<file path="config.mk">
export PLATFORM = sky130hd
export DESIGN_NAME = ascii_stream_tx
export DESIGN_NICKNAME = d
export VERILOG_FILES = /design/src/rtl/ascii_tx_pkg.sv /design/src/rtl/ascii_tx_fifo.sv /design/src/rtl/ascii_stream_tx.sv
export SDC_FILE = /design/constraint.sdc
export NUM_CORES = 1
export LEC_CHECK = 0
export ABC_CLOCK_PERIOD_IN_PS = 6400
export CAP_MARGIN = 20
export CORE_MARGIN = 10
export CORE_UTILIZATION = 30
export CTS_BUF_LIST = sky130_fd_sc_hd__clkbuf_8
export CTS_CLUSTER_DIAMETER = 30
export DETAILED_ROUTE_END_ITERATION = 6
export PLACE_DENSITY = 0.53
export SYNTH_ARGS = -nofsm -noshare
export SYNTH_HDL_FRONTEND = slang
export SYNTH_HIERARCHICAL = 1
export SYNTH_SLANG_ARGS = --single-unit
</file>
<file path="constraint.sdc">
create_clock -name clk_25M -period 6.4 [get_ports clk_25M]
set_clock_uncertainty 0.15 [all_clocks]
set_input_delay 1.28 -clock clk_25M [delete_from_list [all_inputs] [get_ports clk_25M]]
set_output_delay 1.28 -clock clk_25M [all_outputs]
set_load 0.05 [all_outputs]
</file>
<file path="src/rtl/ascii_tx_pkg.sv">
// Shared types and character constants for the ASCII stream transmitter.
package ascii_tx_pkg;

  typedef enum logic {
    IDLE,
    GAP
  } state_e;

  localparam logic [7:0] ASCII_LF       = 8'h0A;
  localparam logic [7:0] ASCII_SUB      = 8'h3F;
  localparam logic [7:0] ASCII_PRINT_LO = 8'h20;
  localparam logic [7:0] ASCII_PRINT_HI = 8'h7E;

  // Printable characters and LF pass through; everything else becomes '?'.
  function automatic logic [7:0] filter_byte(input logic [7:0] b);
    if (((b >= ASCII_PRINT_LO) && (b <= ASCII_PRINT_HI)) || (b == ASCII_LF)) begin
      return b;
    end
    return ASCII_SUB;
  endfunction

endpackage

</file>
<file path="src/rtl/ascii_tx_fifo.sv">
// Byte FIFO for the ASCII transmitter: registered storage, head reads the entry at the read pointer.
module ascii_tx_fifo #(
  parameter int unsigned p_depth = 16
) (
  input  logic       clk,
  input  logic       rst,
  input  logic       push_i,
  input  logic [7:0] push_data_i,
  input  logic       pop_i,
  output logic       full_o,
  output logic       empty_o,
  output logic [7:0] head_o
);
  localparam int unsigned AW = $clog2(p_depth);
  localparam int unsigned CW = $clog2(p_depth + 1);

  logic [7:0]    mem_q [p_depth];
  logic [AW-1:0] wptr_q, wptr_d;
  logic [AW-1:0] rptr_q, rptr_d;
  logic [CW-1:0] count_q, count_d;
  logic          do_push, do_pop;

  assign full_o  = (count_q == CW'(p_depth));
  assign empty_o = (count_q == '0);
  assign head_o  = mem_q[rptr_q];

  // A full FIFO refuses pushes even when a pop happens in the same cycle.
  assign do_push = push_i && !full_o;
  assign do_pop  = pop_i && !empty_o;

  always_comb begin
    wptr_d  = wptr_q;
    rptr_d  = rptr_q;
    count_d = count_q;
    if (do_push) wptr_d = wptr_q + AW'(1);
    if (do_pop)  rptr_d = rptr_q + AW'(1);
    if (do_push && !do_pop)      count_d = count_q + CW'(1);
    else if (!do_push && do_pop) count_d = count_q - CW'(1);
  end

  always_ff @(posedge clk or posedge rst) begin
    if (rst) begin
      wptr_q  <= '0;
      rptr_q  <= '0;
      count_q <= '0;
    end else begin
      wptr_q  <= wptr_d;
      rptr_q  <= rptr_d;
      count_q <= count_d;
    end
  end

  always_ff @(posedge clk) begin
    if (do_push) mem_q[wptr_q] <= push_data_i;
  end

endmodule

</file>
<file path="src/rtl/ascii_stream_tx.sv">
// Pops queued host bytes and emits them as single-cycle ascii_val pulses spaced p_gap idle cycles apart.
// Optional ASCII_TX_FILTER_EN replaces non-printable bytes (except LF) with '?' at the output register.
module ascii_stream_tx
  import ascii_tx_pkg::*;
#(
  parameter int unsigned p_depth = 16,
  parameter int unsigned p_gap   = 2
) (
  input  logic       clk_25M,
  input  logic       rst,
  input  logic [7:0] push_data,
  input  logic       push_val,
  output logic       push_rdy,
  output logic [7:0] ascii,
  output logic       ascii_val,
  output logic       busy
);
  localparam int unsigned GW = (p_gap > 0) ? $clog2(p_gap + 1) : 1;
`ifdef ASCII_TX_FILTER_EN
  localparam bit FILTER_EN = 1'b1;
`else
  localparam bit FILTER_EN = 1'b0;
`endif

  state_e        state_q, state_d;
  logic [GW-1:0] gap_q, gap_d;
  logic [7:0]    ascii_q, ascii_d;
  logic          val_q, val_d;
  logic          pop;
  logic          fifo_full, fifo_empty;
  logic [7:0]    fifo_head;

  ascii_tx_fifo #(
    .p_depth(p_depth)
  ) u_fifo (
    .clk        (clk_25M),
    .rst        (rst),
    .push_i     (push_val),
    .push_data_i(push_data),
    .pop_i      (pop),
    .full_o     (fifo_full),
    .empty_o    (fifo_empty),
    .head_o     (fifo_head)
  );

  assign push_rdy  = !fifo_full && !rst;
  assign busy      = !fifo_empty || (state_q != IDLE);
  assign ascii     = ascii_q;
  assign ascii_val = val_q;

  always_comb begin
    state_d = state_q;
    gap_d   = gap_q;
    ascii_d = ascii_q;
    val_d   = 1'b0;
    pop     = 1'b0;
    case (state_q)
      IDLE: begin
        if (!fifo_empty) begin
          ascii_d = FILTER_EN ? filter_byte(fifo_head) : fifo_head;
          val_d   = 1'b1;
          pop     = 1'b1;
          if (p_gap != 0) begin
            state_d = GAP;
            gap_d   = GW'(p_gap);
          end
        end
      end
      GAP: begin
        gap_d = gap_q - GW'(1);
        if (gap_q == GW'(1)) state_d = IDLE;
      end
      default: state_d = IDLE;
    endcase
  end

  always_ff @(posedge clk_25M or posedge rst) begin
    if (rst) begin
      state_q <= IDLE;
      gap_q   <= '0;
      ascii_q <= '0;
      val_q   <= 1'b0;
    end else begin
      state_q <= state_d;
      gap_q   <= gap_d;
      ascii_q <= ascii_d;
      val_q   <= val_d;
    end
  end

endmodule

</file>
==> results_dict.tcl, run 1 <==
set metrics [dict create \
    syn-num-nets 376 \
    cp_slowest_cell "clkdlybuf4s50_1" \
    p_leak_uw 0.00245 \
    synth_cells 354 \
    cts_root_buf "clkbuf_8" \
    grt_first_pass_wirelength_um 19700 \
    start_util 0.307 \
    synth_top_family_by_area "multiplexers" \
    drc 0 \
    grt_pass1_vias 3267 \
    seqPwrFrac 0.431 \
    wl_per_cell_um 19.2 \
    relSlewSlack 0.317 \
    coreArea_sq_um 20400 \
    fin_setup_tns_ns 0 \
    antennaDiodeCount 0 \
    period_minus_slack_ns 4.24 \
    final_cells 666 \
    synthDistinctLibCells 38 \
    post_cts_resized 0 \
    dp_hpwl_um 8110 \
    num_vias 3105 \
    setup_viol 0 \
    p_int_uw 2070 \
    clock_power_share 0.213 \
    regArea_sq_um 4470 \
    fp.dieArea_sq_um 27100 \
    yosysTopAreaCell "edfxtp_1" \
    dp_cells 634 \
    criticalPathCategory "reg -> out" \
    htreeDepth 4 \
    grt_setup_unrepaired "false" \
    postRouteAntennaNets 0 \
    synth_fa_ha_area_frac 0.0231 \
    grt_overflow_total 0 \
    min_path_type "reg -> reg" \
    cts_made_buffers 17 \
    synth.avg_cell_area_sq_um 17.7 \
    die_y_um 165 \
    synthTopCellsByArea "edfxtp_1, dfrtp_1, mux4_2, mux2i_1, ha_1" \
    end_kind "output port" \
    synth_area_sq_um 6280 \
    outcome "complete, no violations" \
    drtPass1Iterations 4 \
    holdBufCountCts 0 \
    via_per_inst 4.66 \
    clock-sinks 153 \
    finalCritPeriodShare 0.663 \
    critPathArrivalTime_ns 2.81 \
    pwr-share-comb 0.356 \
    finalHoldViolCount 0 \
    final_layout_size_suffix_gt1_frac 0.182 \
    drt-total-wl_um 12800 \
    swShare 0.357 \
    grt_antenna_before_repair 0 \
    cp-start-kind "flip-flop" \
    dieWidth_um 165 \
    worst_pin_slew_ns 1.02 \
    cp_cell_sequence "or4_1, nor2_1, nor2b_2, inv_1, clkdlybuf4s50_1" \
    grt_usage 0.0988 \
    cp_max_fo 5 \
    clock_latency_ns 0.44 \
    drt_iter0_markers 245 \
    synth.top_cell.area_share 0.612 \
    ys_warn_count 6 \
    maxCapViolations 0 \
    required_ns 4.97 \
    gp_congestion 0.729 \
    synth-simple-area-share 0.0405 \
    nFillCells 1956 \
    synth-compound-area-share 0.0512 \
    synth_mux_area_frac 0.133 \
    multiInputGateArea_sq_um 1640 \
    p_sw_uw 1150 \
    clock_tree.buffer_depth 2 \
    synthXorXnorAreaFrac 0.0139 \
    ir_drop_uv 148 \
    rows 52 \
    ys_seq_area_frac 0.712 \
    cellPowerDensity_nw_per_um2 453 \
    fmax_ghz 0.236 \
    post-cts-setup-buffers 0 \
    clk_pin_slew_ns 0.09 \
    cts_tree "built" \
    io_pins 22 \
    grt_max_degree 52 \
    nets 405 \
    cpPeakStageDelay_ns 0.69 \
    port_buffers 21 \
    area_growth_pct 13.3 \
    drv_slew 0 \
    ys_ff_latch 153 \
]
==> power groups by stage <==
stage          logic, uW  clock network (uW)  registers [uW]
2_1_floorplan        850                   0            1430
3_3_place_gp        1140                   0            1400
3_5_place_dp        1160                   0            1410
4_1_cts             1160                 705            1390
5_1_grt             1250                 743            1410
6_report            1150                 686            1390
==> layout make-up <==
type / instances / share of cell area
Clock inverter: 14 / 0.0174
Multi-Input combinational cell: 175 / 0.231
Timing Repair Buffer: 27 / 0.0359
Inverter: 9 / 0.00475
Sequential cell: 153 / 0.629
Tap cell: 270 / 0.0475
Clock buffer: 18 / 0.0348
==> per-stage QoR <==
step / hold slack (ns) / setup WS, ns / total power (uW) / instance area, sq um / utilization
detailed placement: 0.354 / 2.33 / 2570 / 6740 / 0.330
CTS: 0.374 / 2.09 / 3260 / 7110 / 0.348
finish: 0.369 / 2.16 / 3220 / 7110 / 0.348
floorplan: 0.334 / 3.05 / 2280 / 6280 / -
global route: 0.383 / 2.02 / 3400 / 7110 / 0.348
global placement: 0.348 / 2.33 / 2540 / 6740 / 0.330
==> logic make-up (layout without fill, tap and decap cells) <==
family | after synthesis | after routing
mux | 59 | 59
fa+ha+maj | 11 | 11
simple gates | 52 | 52
flops | 153 | 153
compound gates | 43 | 43
buf+inv | 26 | 68
xor+xnor | 10 | 10
==> path summary, 6_finish.rpt <==
kind	endpoint	startpoint	cells past startpoint	slack (ns)
hold / removal	ascii[3]$_DFFE_PP0P_	ascii[3]$_DFFE_PP0P_	1	0.37
hold reg to reg	ascii[3]$_DFFE_PP0P_	ascii[3]$_DFFE_PP0P_	1	0.37
setup / recovery	busy	u_fifo/count_q[0]$_DFFE_PP0P_	5	2.16
setup reg to reg	u_fifo/count_q[4]$_DFFE_PP0P_	u_fifo/count_q[0]$_DFFE_PP0P_	12	2.96
min in group asynchronous	ascii[5]$_DFFE_PP0P_	rst	2	1.05
max in group asynchronous	u_fifo/rptr_q[0]$_DFFE_PP0P_	rst	2	4.66
==> placed cells by master (no fill, tap or decap), types with 2 or more instances in the layout <==
cell type and instances:
edfxtp_1 128, mux2i_1 33, dfrtp_1 24, clkdlybuf4s50_1 21
nand2_1 20, clkbuf_8 18, nor2_1 16, mux4_2 16
a221oi_1 14, o21ai_0 11, ha_1 10, inv_1 9
xnor2_1 9, mux2_4 8, a22oi_1 8, buf_4 6
clkinvlp_4 5, a21oi_1 4, nor3_1 4, clkinv_2 3
mux2_2 2, nor2b_1 2, inv_6 2, a221oi_2 2
nand2b_1 2, a21o_1 2
==> Yosys cell counts (all sizes together) <==
master / number
a221oi: 16
buf: 15
nand3: 1
mux4: 16
nor2b: 3
edfxtp: 128
o21ai: 11
xnor2: 9
nor3: 4
ha: 10
nand2b: 2
clkbuf: 2
fa: 1
a21boi: 1
and2: 2
a21oi: 4
a21o: 2
nor2: 17
or4: 1
nor4: 1
dfrtp: 25
nand4: 1
mux2: 10
o21a: 1
mux2i: 33
nand2: 20
xor2: 1
inv: 9
a22oi: 8
==> flip-flops by register name (all words and copies together), names as in the netlist <==
| signal | count |
|---|---|
| u_fifo/mem_q | 128 |
| ascii | 8 |
| u_fifo/count_q | 5 |
| u_fifo/rptr_q | 4 |
| u_fifo/wptr_q | 4 |
| gap_q | 2 |
| ascii_val | 1 |
| state_q | 1 |
==> worst max-delay path, delay by kind of cell, from the launching register on <==
family	cells	cell delay, ns
buffers and inverters	2	0.75
AND/OR/NAND/NOR	3	1.18
flip-flops	1	0.45
==> metal layers <==
layer / GRT usage / part of all wire / wire length, um
met1: 0.126 / 0.46 / 5860
met2: 0.155 / 0.48 / 6180
met5: 0 / 0 / 0
met4: 0.0390 / 0.012 / 155
met3: 0.0284 / 0.046 / 586
(Power assumes the default switching activity.)
==> inputs of run 2 (changes only) <==
- ABC_CLOCK_PERIOD_IN_PS: 6400 -> 3600
- PLACE_DENSITY: 0.53 -> 0.55
- clock period: 6.4 -> 3.6 ns (I/O delays scaled with it)
==> results_dict.tcl, run 2 (same netlist as run 1, synthesis figures left out) <==
set metrics [dict create \
    routed.top_layer "met4" \
    grt_antenna_before_repair 0 \
    fp.dieArea_sq_um 27100 \
    relSlewSlack 0.354 \
    regMostFlops "u_fifo/mem_q" \
    final_layout_size_suffix_gt1_frac 0.203 \
    required_ns 2.73 \
    dp_hpwl_um 8100 \
    finalHoldViolCount 0 \
    clock_tree.buffer_depth 2 \
    via_per_inst 4.72 \
    wl_per_cell_um 18.5 \
    post-cts-setup-buffers 0 \
    finish.utilization 0.353 \
    io_pins 22 \
    cellPowerDensity_nw_per_um2 797 \
    met1_length_um 6010 \
    seqPwrFrac 0.440 \
    critPathArrivalTime_ns 2.44 \
    drt_iter0_markers 244 \
    clock_latency_ns 0.45 \
    pwr-share-comb 0.347 \
    htreeDepth 4 \
    cts_tree "built" \
    outcome "complete, no violations" \
    gp_congestion 0.764 \
    clk_pin_slew_ns 0.08 \
    grt_first_pass_wirelength_um 19500 \
    p_sw_uw 2020 \
    period_minus_slack_ns 3.31 \
    finalCritPeriodShare 0.920 \
    maxCapViolations 0 \
    drc 0 \
    grt_usage 0.0978 \
    holdBufCountCts 0 \
    min_path_type "reg -> reg" \
    cp_max_fo 5 \
    final_cell_mix "edfxtp_1, mux2i_1, dfrtp_1" \
    dr_wl_met3_um 577 \
    criticalPathCategory "reg -> out" \
    worst_pin_slew_ns 0.969 \
    fin_setup_tns_ns 0 \
    layout_commonest_cell "edfxtp_1" \
    p_int_uw 3730 \
    grt_setup_unrepaired "false" \
    coreArea_sq_um 20400 \
    ir_drop_uv 247 \
    num_vias 3204 \
    port_buffers 21 \
    fmax_ghz 0.302 \
    area_growth_pct 14.8 \
    holdWs_ns 0.374 \
    regArea_sq_um 4470 \
    grt_overflow_total 0 \
    multiInputGateArea_sq_um 1640 \
    clock-sinks 153 \
    setup_viol 0 \
    drt-total-wl_um 12600 \
    p_leak_uw 0.00253 \
    swShare 0.351 \
    cts_made_buffers 17 \
    cp-start-kind "flip-flop" \
    dieWidth_um 165 \
    grt_max_degree 25 \
    end_kind "output port" \
    start_util 0.307 \
    route.met2.wl_um 5800 \
    postRouteAntennaNets 0 \
    cts_root_buf "clkbuf_8" \
    nets 419 \
    drtPass1Iterations 5 \
    drv_slew 0 \
    largest_reg_flops 128 \
    clock_power_share 0.213 \
    grt_pass1_vias 3325 \
    rows 52 \
    die_y_um 165 \
    nFillCells 1948 \
    antennaDiodeCount 0 \
]
==> run 2: critical path, cell delays in order (launching register included) <==
cell           delay, ns
dfrtp_1             0.45
or4_1               0.59
nor2_2              0.23
nor2b_2             0.26
inv_1               0.05
dlygate4sd2_1       0.42
==> run 2: cell type report <==
type	count	area share
clock buffers	17	0.0324
clock inverters	14	0.0182
inverters	9	0.00469
multi-input cells	175	0.228
flip-flops and latches	153	0.620
well taps	270	0.0469
repair buffers	41	0.0498
==> run 2: per-layer routing <==
metal | track usage | vias to the layer above
met1 | 0.132 | 1651
met3 | 0.0249 | 14
met5 | 0 | -
met2 | 0.147 | 77
li1 | - | 1462
met4 | 0.0411 | 0
==> run 2: path summary, 6_finish.rpt <==
| path | start | end | slack, ns | cells after the start |
|---|---|---|---|---|
| max in group asynchronous | rst | u_fifo/rptr_q[0]$_DFFE_PP0P_ | 2.41 | 2 |
| max | u_fifo/count_q[0]$_DFFE_PP0P_ | busy | 0.29 | 5 |
| min in group asynchronous | rst | ascii[7]$_DFFE_PP0P_ | 0.50 | 2 |
| min reg2reg | ascii[0]$_DFFE_PP0P_ | ascii[0]$_DFFE_PP0P_ | 0.37 | 1 |
| max reg2reg | u_fifo/count_q[0]$_DFFE_PP0P_ | u_fifo/count_q[4]$_DFFE_PP0P_ | 0.31 | 12 |
| min | ascii[0]$_DFFE_PP0P_ | ascii[0]$_DFFE_PP0P_ | 0.37 | 1 |
==> run 2: through the flow <==
stage                     power, uW  instance area (sq um)  setup WS (ns)  instances
after global routing           6090                   7210         0.0638        679
after global placement         4540                   6840          0.242        648
after floorplan                4050                   6280          0.430        354
final                          5750                   7210          0.289        679
after CTS                      5810                   7210          0.132        679
after detailed placement       4580                   6840          0.226        648
==> run 2: repair_timing <==
| item | in CTS | in global routing |
|---|---|---|
| hold endpoints to repair | 0 | 0 |
| resized for setup | 1 | 1 |
| endpoints found under the setup margin | 1 | 1 |
==> run 2: power by group through the flow <==
| stage | Clock, uW | Sequential (uW) | Combinational (uW) |
|---|---|---|---|
| after global routing | 1340 | 2580 | 2170 |
| after global placement | 0 | 2560 | 1980 |
| after detailed placement | 0 | 2580 | 2010 |
| after CTS | 1260 | 2540 | 2010 |
| final | 1230 | 2530 | 2000 |
| after floorplan | 0 | 2540 | 1510 |
==> inputs of run 3 (changes only) <==
- CORE_UTILIZATION: 30 -> 57
- MAX_ROUTING_LAYER: not set -> met4
- PLACE_DENSITY: 0.55 -> 0.86
==> results_dict.tcl, run 3 (same netlist as run 1, synthesis figures left out) <==
set metrics [dict create \
    cts_made_buffers 17 \
    clock_latency_ns 0.44 \
    finalHoldViolCount 0 \
    cellPowerDensity_nw_per_um2 812 \
    min_path_type "reg -> reg" \
    regMostFlops "u_fifo/mem_q" \
    drt-total-wl_um 11600 \
    grt_usage 0.156 \
    largest_reg_flops 128 \
    clock_tree.buffer_depth 2 \
    fin_ws_ns 0.271 \
    critPathArrivalTime_ns 2.46 \
    dp_hpwl_um 7700 \
    antennaDiodeCount 0 \
    start_util 0.582 \
    drtPass1Iterations 5 \
    end_kind "output port" \
    relSlewSlack 0.464 \
    setup_viol 0 \
    cp_max_fo 5 \
    nets 417 \
    rows 38 \
    grt_antenna_before_repair 0 \
    reg2reg_slack_ns 0.31 \
    postRouteAntennaNets 0 \
    post-cts-setup-buffers 0 \
    clk_pin_slew_ns 0.08 \
    p_sw_uw 2030 \
    grt_max_degree 33 \
    cp_slowest_cell "or4_1" \
    nFillCells 723 \
    clock-sinks 153 \
    wl_per_cell_um 21.1 \
    cp-start-kind "flip-flop" \
    p_leak_uw 0.00252 \
    gp_congestion 0.844 \
    area_growth_pct 12.2 \
    grt_overflow_total 0 \
    design_area_sq_um 7050 \
    required_ns 2.73 \
    post-place-ws_ns 0.215 \
    coreArea_sq_um 10800 \
    ir_drop_uv 549 \
    cpPeakStageDelay_ns 0.60 \
    port_buffers 21 \
    cts_root_buf "clkbuf_8" \
    layout_commonest_cell "edfxtp_1" \
    outcome "complete, no violations" \
    fmax_ghz 0.300 \
    cp_cell_sequence "or4_1, nor2_2, nor2b_2, inv_1, dlygate4sd2_1" \
    pwr-share-comb 0.357 \
    grt_setup_unrepaired "false" \
    grt_first_pass_wirelength_um 18500 \
    final_layout_size_suffix_gt1_frac 0.206 \
    grt_pass1_vias 3388 \
    period_minus_slack_ns 3.33 \
    cts_tree "built" \
    dieWidth_um 125 \
    clock_power_share 0.207 \
    seqPwrFrac 0.435 \
    holdBufCountCts 0 \
    criticalPathCategory "reg -> out" \
    final_cell_mix "edfxtp_1, mux2i_1, dfrtp_1, clkdlybuf4s50_1, nand2_1" \
    num_vias 3242 \
    dp_cells 516 \
    place_area_sq_um 6680 \
    die_y_um 125 \
    worst_pin_slew_ns 0.801 \
    multiInputGateArea_sq_um 1640 \
    finalCritPeriodShare 0.925 \
    io_pins 22 \
    swShare 0.355 \
    drv_slew 0 \
    final_cells 548 \
    p_int_uw 3690 \
    via_per_inst 5.92 \
    drc 0 \
    htreeDepth 4 \
    drt_iter0_markers 399 \
    fp.dieArea_sq_um 15600 \
    maxCapViolations 0 \
    regArea_sq_um 4470 \
    fin_setup_tns_ns 0 \
]
-- run 3: worst paths after layout --
check / startpoint / to / cells after the start
max: u_fifo/count_q[0]$_DFFE_PP0P_ / busy / 5
min: ascii[5]$_DFFE_PP0P_ / ascii[5]$_DFFE_PP0P_ / 1
min in group asynchronous: rst / state_q$_DFF_PP0_ / 2
max in group asynchronous: rst / u_fifo/rptr_q[0]$_DFFE_PP0P_ / 2
max reg2reg: u_fifo/count_q[0]$_DFFE_PP0P_ / u_fifo/count_q[4]$_DFFE_PP0P_ / 12
min reg2reg: ascii[5]$_DFFE_PP0P_ / ascii[5]$_DFFE_PP0P_ / 1
-- run 3: power by group through the flow --
stage	registers (uW)	clock network (uW)	logic [uW]
after floorplan	2540	0	1510
after global placement	2510	0	1960
after detailed placement	2530	0	2040
after CTS	2500	1210	2050
after global routing	2540	1290	2220
final	2490	1190	2050
-- run 3: final cells by class --
| type | instances | share of cell area |
|---|---|---|
| flip-flops and latches | 153 | 0.635 |
| multi-input cells | 175 | 0.233 |
| repair buffers | 39 | 0.0506 |
| clock buffers | 17 | 0.0332 |
| well taps | 140 | 0.0249 |
| clock inverters | 15 | 0.0186 |
| inverters | 9 | 0.00479 |
-- run 3: per-layer routing --
layer  global-route usage  wire, um  vias up
met5                    -         0        -
met4               0.0535       136        0
met3               0.0515       879       13
met2                0.240      5880      131
met1                0.191      4690     1635
li1                     -         -     1463
-- run 3: timing repair --
action	in CTS	in global routing
cloned	0	0
hold endpoints to repair	0	0
gates resized for setup	1	1
endpoints found under the setup margin	1	1
-- run 3: per-stage QoR --
stage	hold slack (ns)	power (uW)	utilization
final	0.365	5720	0.653
after global routing	0.397	6040	0.653
after CTS	0.370	5760	0.653
after detailed placement	0.347	4580	0.619
after global placement	0.349	4460	0.619
after floorplan	0.334	4050	-
-- run 3: critical path: cells and delay by family, from the launching register on --
| kind | cells | cell delay [ns] |
|---|---|---|
| AND/OR/NAND/NOR | 3 | 1.10 |
| buffers and inverters | 2 | 0.48 |
| flip-flops | 1 | 0.45 |
